**config.mk**
```make
export PLATFORM = sky130hd
export DESIGN_NAME = i2c_adc_responder
export DESIGN_NICKNAME = d
export VERILOG_FILES = /design/src/rtl/i2c_adc_responder_pkg.sv /design/src/rtl/i2c_edge_sync.sv /design/src/rtl/i2c_adc_responder.sv
export SDC_FILE = /design/constraint.sdc
export NUM_CORES = 1
export LEC_CHECK = 0
export CAP_MARGIN = 20
export CORE_MARGIN = 4
export CORE_UTILIZATION = 25
export DETAILED_ROUTE_END_ITERATION = 16
export SYNTH_ARGS = -nofsm -noshare
export SYNTH_HDL_FRONTEND = slang
export SYNTH_SLANG_ARGS = --single-unit
```
**constraint.sdc**
```tcl
create_clock -name clk_i -period 3.3 [get_ports clk_i]
set_input_delay 0.495 -clock clk_i [delete_from_list [all_inputs] [get_ports clk_i]]
set_output_delay 0.495 -clock clk_i [all_outputs]
set_load 0.05 [all_outputs]
```
**src/rtl/i2c_adc_responder_pkg.sv**
```systemverilog
// Shared definitions for the I2C ADC responder: FSM states, pointer codes
// and the config register reset value.
package i2c_adc_responder_pkg;

  typedef enum logic [3:0] {
    IDLE,
    ADDR,
    ACK_ADDR,
    PTR,
    ACK_PTR,
    WR_DATA,
    ACK_WR,
    RD_DATA,
    RD_ACK,
    IGNORE
  } state_t;

  localparam logic [1:0]  PTR_CONV  = 2'd0;
  localparam logic [1:0]  PTR_CFG   = 2'd1;
  localparam logic [15:0] CFG_RESET = 16'h0583;

endpackage

```
**src/rtl/i2c_edge_sync.sv**
```systemverilog
// Two-flop synchronizers for SCL/SDA plus bus-condition and SCL edge detection.
// All outputs are derived from synchronized samples only.
module i2c_edge_sync
  import i2c_adc_responder_pkg::*;
(
  input  logic clk_i,
  input  logic rst_i,
  input  logic scl_i,
  input  logic sda_i,
  output logic sda_o,
  output logic start_o,
  output logic stop_o,
  output logic scl_rise_o,
  output logic scl_fall_o
);

  logic [1:0] scl_sync_q;
  logic [1:0] sda_sync_q;
  logic       scl_prev_q;
  logic       sda_prev_q;

  // Synchronizer chains plus one history stage; idle bus level is high.
  always_ff @(posedge clk_i) begin
    if (rst_i) begin
      scl_sync_q <= 2'b11;
      sda_sync_q <= 2'b11;
      scl_prev_q <= 1'b1;
      sda_prev_q <= 1'b1;
    end else begin
      scl_sync_q <= {scl_sync_q[0], scl_i};
      sda_sync_q <= {sda_sync_q[0], sda_i};
      scl_prev_q <= scl_sync_q[1];
      sda_prev_q <= sda_sync_q[1];
    end
  end

  assign sda_o      = sda_sync_q[1];
  assign start_o    = scl_sync_q[1] & scl_prev_q & sda_prev_q & ~sda_sync_q[1];
  assign stop_o     = scl_sync_q[1] & scl_prev_q & ~sda_prev_q & sda_sync_q[1];
  assign scl_rise_o = scl_sync_q[1] & ~scl_prev_q;
  assign scl_fall_o = ~scl_sync_q[1] & scl_prev_q;

endmodule

```
**src/rtl/i2c_adc_responder.sv**
```systemverilog
// I2C target emulating a simple ADC: pointer register selects conversion,
// config or two zero registers; a config write with bit15 set starts a
// timed conversion that latches sample_i when it ends.
module i2c_adc_responder
  import i2c_adc_responder_pkg::*;
#(
  parameter logic [6:0] ADDRESS     = 7'b1001001,
  parameter int         CONV_CYCLES = 3000
) (
  input  logic        clk_i,
  input  logic        rst_i,
  input  logic        scl_i,
  input  logic        sda_i,
  output logic        sda_oe_o,
  input  logic [15:0] sample_i,
  output logic [15:0] config_o,
  output logic        conv_done_o
);

  localparam int CNT_W = (CONV_CYCLES > 2) ? $clog2(CONV_CYCLES) : 1;

  logic sda_s, start_s, stop_s, scl_rise_s, scl_fall_s;

  i2c_edge_sync u_sync (
    .clk_i      (clk_i),
    .rst_i      (rst_i),
    .scl_i      (scl_i),
    .sda_i      (sda_i),
    .sda_o      (sda_s),
    .start_o    (start_s),
    .stop_o     (stop_s),
    .scl_rise_o (scl_rise_s),
    .scl_fall_o (scl_fall_s)
  );

  state_t      state_q, state_d;
  logic [3:0]  bit_cnt_q, bit_cnt_d;
  logic        sda_oe_q, sda_oe_d;
  logic [1:0]  ptr_q, ptr_d;
  logic [1:0]  byte_idx_q, byte_idx_d;
  logic        mack_q, mack_d;
  logic [7:0]  shift_q, shift_d;
  logic [7:0]  wr_hi_q, wr_hi_d;
  logic [15:0] rd_buf_q, rd_buf_d;

  logic [15:0]      conv_q, cfg_q;
  logic             busy_q, done_q;
  logic [CNT_W-1:0] cnt_q;

  logic        commit;
  logic [15:0] snapshot;

  // Register view seen by the master; config bit15 reports "not busy".
  function automatic logic [15:0] read_reg(input logic [1:0] ptr, input logic [15:0] conv,
                                           input logic [15:0] cfg, input logic busy);
    case (ptr)
      PTR_CONV: read_reg = conv;
      PTR_CFG:  read_reg = {~busy, cfg[14:0]};
      default:  read_reg = 16'h0000;
    endcase
  endfunction

  assign snapshot = read_reg(ptr_q, conv_q, cfg_q, busy_q);

  // Protocol FSM: shift on SCL rise, act on SCL fall so SDA only moves while SCL is low.
  always_comb begin
    state_d    = state_q;
    bit_cnt_d  = bit_cnt_q;
    sda_oe_d   = sda_oe_q;
    ptr_d      = ptr_q;
    byte_idx_d = byte_idx_q;
    mack_d     = mack_q;
    shift_d    = shift_q;
    wr_hi_d    = wr_hi_q;
    rd_buf_d   = rd_buf_q;
    commit     = 1'b0;
    if (stop_s) begin
      state_d  = IDLE;
      sda_oe_d = 1'b0;
    end else if (start_s) begin
      state_d   = ADDR;
      bit_cnt_d = 4'd0;
      sda_oe_d  = 1'b0;
    end else begin
      case (state_q)
        ADDR, PTR, WR_DATA: begin
          if (scl_rise_s && bit_cnt_q < 4'd8) begin
            shift_d   = {shift_q[6:0], sda_s};
            bit_cnt_d = bit_cnt_q + 4'd1;
          end else if (scl_fall_s && bit_cnt_q == 4'd8) begin
            bit_cnt_d = 4'd0;
            case (state_q)
              ADDR: begin
                if (shift_q[7:1] == ADDRESS) begin
                  state_d  = ACK_ADDR;
                  sda_oe_d = 1'b1;
                end else begin
                  state_d  = IGNORE;
                end
              end
              PTR: begin
                state_d  = ACK_PTR;
                sda_oe_d = 1'b1;
                ptr_d    = shift_q[1:0];
              end
              default: begin
                state_d  = ACK_WR;
                sda_oe_d = 1'b1;
                if (byte_idx_q == 2'd0) begin
                  wr_hi_d    = shift_q;
                  byte_idx_d = 2'd1;
                end else if (byte_idx_q == 2'd1) begin
                  commit     = (ptr_q == PTR_CFG);
                  byte_idx_d = 2'd2;
                end
              end
            endcase
          end
        end
        ACK_ADDR: begin
          if (scl_fall_s) begin
            bit_cnt_d = 4'd0;
            if (shift_q[0]) begin
              state_d  = RD_DATA;
              rd_buf_d = snapshot;
              sda_oe_d = ~snapshot[15];
            end else begin
              state_d  = PTR;
              sda_oe_d = 1'b0;
            end
          end
        end
        ACK_PTR: begin
          if (scl_fall_s) begin
            state_d    = WR_DATA;
            sda_oe_d   = 1'b0;
            byte_idx_d = 2'd0;
          end
        end
        ACK_WR: begin
          if (scl_fall_s) begin
            state_d  = WR_DATA;
            sda_oe_d = 1'b0;
          end
        end
        RD_DATA: begin
          // Rotating the buffer makes the byte order wrap MSB, LSB, MSB.
          if (scl_fall_s) begin
            rd_buf_d = {rd_buf_q[14:0], rd_buf_q[15]};
            if (bit_cnt_q == 4'd7) begin
              state_d   = RD_ACK;
              sda_oe_d  = 1'b0;
              bit_cnt_d = 4'd0;
            end else begin
              sda_oe_d  = ~rd_buf_q[14];
              bit_cnt_d = bit_cnt_q + 4'd1;
            end
          end
        end
        RD_ACK: begin
          if (scl_rise_s) begin
            mack_d = ~sda_s;
          end else if (scl_fall_s) begin
            if (mack_q) begin
              state_d  = RD_DATA;
              sda_oe_d = ~rd_buf_q[15];
            end else begin
              state_d  = IGNORE;
              sda_oe_d = 1'b0;
            end
          end
        end
        default: ;
      endcase
    end
  end

  // FSM control registers.
  always_ff @(posedge clk_i) begin
    if (rst_i) begin
      state_q    <= IDLE;
      bit_cnt_q  <= 4'd0;
      sda_oe_q   <= 1'b0;
      ptr_q      <= PTR_CONV;
      byte_idx_q <= 2'd0;
      mack_q     <= 1'b0;
    end else begin
      state_q    <= state_d;
      bit_cnt_q  <= bit_cnt_d;
      sda_oe_q   <= sda_oe_d;
      ptr_q      <= ptr_d;
      byte_idx_q <= byte_idx_d;
      mack_q     <= mack_d;
    end
  end

  // Byte shift, write holding and read buffers; only meaningful once loaded.
  always_ff @(posedge clk_i) begin
    shift_q  <= shift_d;
    wr_hi_q  <= wr_hi_d;
    rd_buf_q <= rd_buf_d;
  end

  // Config commit and conversion timer; stored config bit15 is always zero.
  always_ff @(posedge clk_i) begin
    if (rst_i) begin
      conv_q <= 16'h0000;
      cfg_q  <= CFG_RESET;
      busy_q <= 1'b0;
      cnt_q  <= '0;
      done_q <= 1'b0;
    end else begin
      done_q <= 1'b0;
      if (busy_q) begin
        if (cnt_q == '0) begin
          conv_q <= sample_i;
          busy_q <= 1'b0;
          done_q <= 1'b1;
        end else begin
          cnt_q <= cnt_q - 1'b1;
        end
      end
      if (commit) begin
        cfg_q <= {1'b0, wr_hi_q[6:0], shift_q};
        if (wr_hi_q[7] && !busy_q) begin
          busy_q <= 1'b1;
          cnt_q  <= CNT_W'(CONV_CYCLES - 1);
        end
      end
    end
  end

  assign sda_oe_o    = sda_oe_q;
  assign config_o    = cfg_q;
  assign conv_done_o = done_q;

endmodule

```
## After elaboration in Yosys (flattened, before gate mapping)

Cells that the tools add are included.

| cells by class | value |
|---|---|
| eq/ne operators | 35 |
| reduce and logical (&&, ||, !) cells | 29 |
| $add $sub $neg | 2 |
| magnitude comparators | 1 |
| mux-type cells | 63 |
| bitwise operators | 19 |

Operators with widths:

| cell | count |
|---|---|
| two-way mux 4 bit | 16 |
| case mux 16 bit (2 select lines) | 2 |
| two-way mux 12 bit | 4 |
| two-way mux 16 bit | 3 |
| != test 3 bit (second input constant) | 9 |
| AND reduction 9 bit | 3 |
| two-way mux 1 bit | 26 |
| == test 4 x 3 -> 1 bit (second input constant) | 5 |
| != test 2 bit (second input constant) | 10 |
| case mux 4 bit (5 select lines) | 1 |
| zero test 12 bit | 1 |
| two-way mux 2 bit | 6 |
| inverter 1 bit | 12 |
| case mux 4 bit (3 select lines) | 1 |
| AND reduction 6 bit | 2 |
| subtractor 12 x 1 -> 12 bit (second input constant) | 1 |
| == test 4 x 2 -> 1 bit (second input constant) | 2 |
| == test 4 bit (second input constant) | 2 |
| case mux 4 bit (2 select lines) | 1 |
| AND reduction 4 bit | 2 |
| AND reduction 8 bit | 1 |
| OR reduction 2 bit | 4 |
| AND 1 bit | 7 |
| == test 7 bit (second input constant) | 1 |
| other kinds (21) | 27 |

| storage, ports and cells | value |
|---|---|
| output and inout bits | 18 |
| register bits | 97 |
| input bits | 20 |

## Depth between registers and ports, before layout

| logic depth | value |
|---|---|
| depth after elaboration | 10 |
| depth in mapped cells | 9 |
| depth with buffers taken out | 7 |

## Cells and area by module

From an unflattened synthesis, not the netlist that was laid out.

| second synthesis, totals | value |
|---|---|
| cells, all modules | 468 |
| area, all modules | 4340.4 µm² |

By module, submodules not included:

| module | instances | area each (µm²) | cells each |
|---|---|---|---|
| i2c_adc_responder | 1 | 4150.2 | 452 |
| i2c_edge_sync | 1 | 190.2 | 16 |

## Least setup slack after synthesis

No wires, ideal clock.

| timing path | value |
|---|---|
| path type | register to register |
| from | register state_q[0] |
| to | register rd_buf_q[0] (enable) |
| slack | 1.029 ns |
| required time | 2.906 ns |
| buffers on the path | 1 |
| library setup time | 0.394 ns |
| stages on the path, launching flop included | 4 |
| arrival time | 1.877 ns |
| cells stage by stage | dfxtp_1 > clkbuf_1 > or4_1 > a21oi_1 |

| on the way | value |
|---|---|
| longest elaborated chain between the ends | 3 |

Ends and longest elaborated chain:

| element | line | RTL |
|---|---|---|
| start: declaration | i2c_adc_responder.sv:36 | `state_t state_q, state_d;` |
| start signal: assignment | i2c_adc_responder.sv:188 | `state_q <= state_d;` |
| == test 4 x 2 -> 1 bit or == test 4 x 3 -> 1 bit (tied branches) | i2c_adc_responder.sv:85 | `case (state_q)` |
| != test 2 bit (no source line) or nonzero test 2 bit (tied branches) | -- |  |
| AND reduction 6 bit (no source line) (*) | -- |  |
| end signal: assignment | i2c_adc_responder.sv:201 | `rd_buf_q <= rd_buf_d;` |
| end: declaration | i2c_adc_responder.sv:44 | `logic [15:0] rd_buf_q, rd_buf_d;` |

Mark *: on every way between the ends. The rest lies on a longest branch, timed or not.
A chain may end at the register's enable or synchronous reset.

## Worst setup path after layout

| timing path | value |
|---|---|
| from | register cnt_q[0] |
| to | register conv_q[10] |

| on the way | value |
|---|---|
| longest elaborated chain between the ends | 2 |

Ends and longest elaborated chain:

| element | line | RTL |
|---|---|---|
| start: declaration | i2c_adc_responder.sv:48 | `logic [CNT_W-1:0] cnt_q;` |
| start signal: assignment | i2c_adc_responder.sv:220 | `cnt_q <= cnt_q - 1'b1;` |
| start signal: assignment | i2c_adc_responder.sv:227 | `cnt_q <= CNT_W'(CONV_CYCLES - 1);` |
| zero test 12 bit | i2c_adc_responder.sv:215 | `if (cnt_q == '0) begin` |
| AND reduction 2 bit (no source line) | -- |  |
| end signal: assignment | i2c_adc_responder.sv:216 | `conv_q <= sample_i;` |
| end: declaration | i2c_adc_responder.sv:46 | `logic [15:0] conv_q, cfg_q;` |

No other way between the ends.

==> out/results.md <==
| Item | This run |
|---|---|
| Status | finished clean |
| Hold Path Depth | 1 |
| Library cell used as clock root buffer | clkbuf_16 |
| Worst-Skew Late Latency | 0.35 ns |
| Critical Path Max Stage Delay | 0.82 ns |
| Buffers added on ports | 36 |
| Area taken by multi-input logic gates | 1990 um2 |
| Area of the die | 20000 um2 |
| Syn_nets | 483 |
| Std-Cell Rows | 48 |
| Critical Path AT | 2.69 ns |
| Clock group share of total power | 45.9% |
| Cts bufs inserted | 9 |
| Max Buffers Root-to-Sink | 2 |
| Endpoints failing setup | 0 |
| Register area share after synthesis | 50.8% |
| Number of global-route vias before repair | 3320 |
| Clock transition at the registers of the reported paths | 0.07 ns |
| Share of flip-flops with an asynchronous set or reset | 0% |
| Total leakage power | 0.00177 uW |
| Floorplan die width | 141 um |
| Switching share of total power | 21.1% |
| Hold-fix buffers at CTS | 0 |
| Die H | 141 um |
| Crit-path max FO | 19 |
| Number of nets still failing antenna checks after routing | 0 |
| Post-Place Cells | 694 |
| Pin count of the biggest net entering global routing | 63 |
| Number of H-tree levels | 3 |
| Relative slew slack | 42.6% |
| Growth of design area from synthesis to finish | 19.3% |
| Switching power | 509 uW |
| TritonCTS clock tree | done |
| EDFF count, synth | 32 |
| Final-stage net count | 504 |
| Crit end category | register |
| Layout cells sized above 1 | 7.42% |
| Number of antenna violations at the first check in global routing | 0 |
| Remaining routing DRC violations | 0 |
| Kind of critical path | register to register |
| Category of cells accounting for the largest share of critical-path delay | simple AND/OR/NAND/NOR gates |
| Post-synthesis area per instance | 9.70 um2 |
| Required time reported for the critical path endpoint | 3.51 ns |
| Part of the cycle the worst path needs | 75.4% |
| Number of maximum-capacitance violations | 0 |
| Final worst path period need | 2.49 ns |
| Max Slew Vio Count | 0 |
| Netlist area before placement | 4450 um2 |
| Path length in cells of the critical path | 6 |
| Global-route wire length before repair | 17000 um |
| Fraction of power consumed by combinational cells | 2.9% |
| Number of synthesis warnings | 0 |
| RSZ-0062 raised after global routing | false |
| CTS resizes | 0 |
| Pwr Density | 455 nW/um2 |
| Global placer's final weighted congestion | 0.824 |
| Number of diodes added for antenna fixing | 0 |
| First-pass iteration count of the detailed router | 4 |
| Post-route insts no fill | 710 |
| Power share of the sequential group | 51.2% |
| Int Power | 1910 uW |
| Worst clock skew on the final layout | 0.00804 ns |
| Count of distinct cell types in the synthesized netlist | 63 |
| Predominant post-synthesis flop cell | dfxtp_1 |
| FF+latch area | 2260 um2 |
| Gate count of the mapped netlist | 459 |
| Number of storage elements in the synthesis netlist | 97 |
| Setup TNS after final layout | 0 ns |
| Buffers inserted during post-CTS setup optimization | 0 |
| HPWL after detailed placement | 7310 um |
| Detailed-route wire length per cell | 14.6 um |
| Number of buffer and inverter instances along the worst setup path | 1 |
| Critical path, cell by cell | inv_1, ha_1, nor4b_1, nand4_1, nand2_1, a21oi_1 |
| Tightest Hold Check Type | register to register |
| Number of ports placed on the die boundary | 38 |
| Core region area | 17400 um2 |
| Detail-routed via count per cell | 4.82 |
| Number of cell instances on the worst register-to-register path | 6 |
| Initial standard-cell utilization of the core | 25.6% |
| Worst hold slack | 0.408 ns |
| Total wirelength of the detailed-routed design | 10400 um |
| Number of fillers in the final layout | 1811 |
| Routed via count | 3420 |
| Maximum clock frequency | 0.402 GHz |
| Number of clock sinks | 97 |
| Number of endpoints with negative hold slack in the final report | 0 |
| Overall Global Routing Usage | 10.6% |
| Iteration-0 DRC Markers | 181 |
| Worst VDD drop | 0.380 mV |
| Launching element type of the critical path | register |
| Gr ovfl total | 0 |
| Slowest stage cell on the critical path | nand4_1 |
| Slew @ Worst Pin | 0.858 ns |
## metrics by stage
stage / instance area (um2) / setup WS (ns) / total power, uW / util, %
after floorplan: 4450 / 1.03 / 1300 / -
after global placement: 4990 / 1.05 / 1330 / 28.7
after detailed placement: 4990 / 0.871 / 1330 / 28.7
after CTS: 5310 / 0.841 / 2460 / 30.6
after global routing: 5310 / 0.509 / 2500 / 30.6
final: 5310 / 0.812 / 2420 / 30.6
## cell usage after synthesis, drive strengths merged (3+ instances only)
master  instances  area, um2
nand2b          6       37.5
nor2b           6       45.0
dfxtp          65       1300
nand2          59        221
ha              4       50.1
a21oi          36        180
and4b           3       30.0
o21ai          12       60.1
xor2            6       52.6
or2             7       43.8
clkbuf         20       76.3
and3            3       18.8
or3             4       25.0
mux2i          32        320
o31ai          14        105
edfxtp         32        961
a211oi          6       45.0
nor3           15       75.1
a211o           7       61.3
nand4           5       31.3
nand3           9       50.1
nand4b          4       35.0
inv            13       48.8
nor4            3       25.0
nor2           30        113
a31oi           4       25.0
xnor2           4       35.0
o211ai          4       30.0
buf            13       75.1
## flip-flops by register name, summed over array words and instances, names as in the netlist, 2 cells and up
name               count
byte_idx_q             2
u_sync.scl_sync_q      2
ptr_q                  2
bit_cnt_q              4
state_q                4
wr_hi_q                8
u_sync.sda_sync_q      2
conv_q                16
shift_q                8
config_o              15
cnt_q                 12
rd_buf_q              16
## power by group through the flow
| stage | Sequential (uW) | Clock [uW] | Combinational (uW) |
|---|---|---|---|
| finish | 1240 | 1110 | 70.6 |
| global route | 1240 | 1190 | 76.8 |
| CTS | 1240 | 1150 | 71.2 |
| detailed placement | 1260 | 0 | 70.3 |
| global placement | 1260 | 0 | 69.6 |
| floorplan | 1260 | 0 | 45.1 |
## cell families (layout without fill, tap and decap cells)
kind of cell	Yosys count	after routing	share of synthesized area, %
adder cells (fa/ha/maj)	4	4	1.12
other	1	1	0.0843
flip-flops	97	97	50.8
buffers and inverters	46	72	4.50
multiplexers	33	33	7.45
AND/OR/NAND/NOR	167	167	19.3
XOR/XNOR	10	10	1.97
AO/OA/AOI/OAI	101	101	14.7
## final timing paths
check / from / end / slack [ns]
setup / recovery: cnt_q[0] / conv_q[10] / 0.81
hold / removal: u_sync.sda_sync_q[0] / u_sync.sda_sync_q[1] / 0.41
setup reg to reg: cnt_q[0] / conv_q[10] / 0.81
hold reg to reg: u_sync.sda_sync_q[0] / u_sync.sda_sync_q[1] / 0.41
## layer usage
metal  vias to the layer above  global-route usage (%)  routed length, um
met4                         0                    3.33                204
met5                         -                       0                  0
li1                       1703                       -                  -
met2                        68                    17.3               5080
met3                        14                    3.20                492
met1                      1635                    13.5               4600
## cells in the final DEF, fill, tap and decap left out, drive strengths merged, types with 2 or more instances in the layout
master,instances
mux2i,32
nand4b,4
clkinv,2
buf,8
a22o,2
nor3b,2
a211o,7
o31ai,14
nor3,15
and3,3
nand3b,2
dfxtp,65
a211oi,6
a31oi,4
nor2,30
o211ai,4
xor2,6
nand4,5
and3b,2
edfxtp,32
nand3,9
xnor2,4
o21bai,2
o221ai,2
nor4,3
or3,4
clkdlybuf4s50,35
nand2,59
nor2b,6
clkbuf,10
o21ai,12
a21oi,36
ha,4
inv,15
nand2b,6
and4b,3
or2,7
## area by class of cell
type | count | area share, %
Clock inverter | 6 | 1.37
Inverter | 13 | 0.919
Clock buffer | 10 | 4.71
Multi-Input combinational cell | 316 | 37.4
Timing Repair Buffer | 43 | 7.68
Tap cell | 225 | 5.30
Sequential cell | 97 | 42.6
## worst register-to-register path, delay by kind of cell (launching register included)
| family | cells | cell delay, ns |
|---|---|---|
| AOI/OAI and AO/OA | 1 | 0.09 |
| DFF | 1 | 0.34 |
| and+or+nand+nor | 3 | 1.69 |
| adders and majority gates | 1 | 0.14 |
| buffers and inverters | 1 | 0.09 |
No activity file was read; power rests on OpenSTA's default activity.
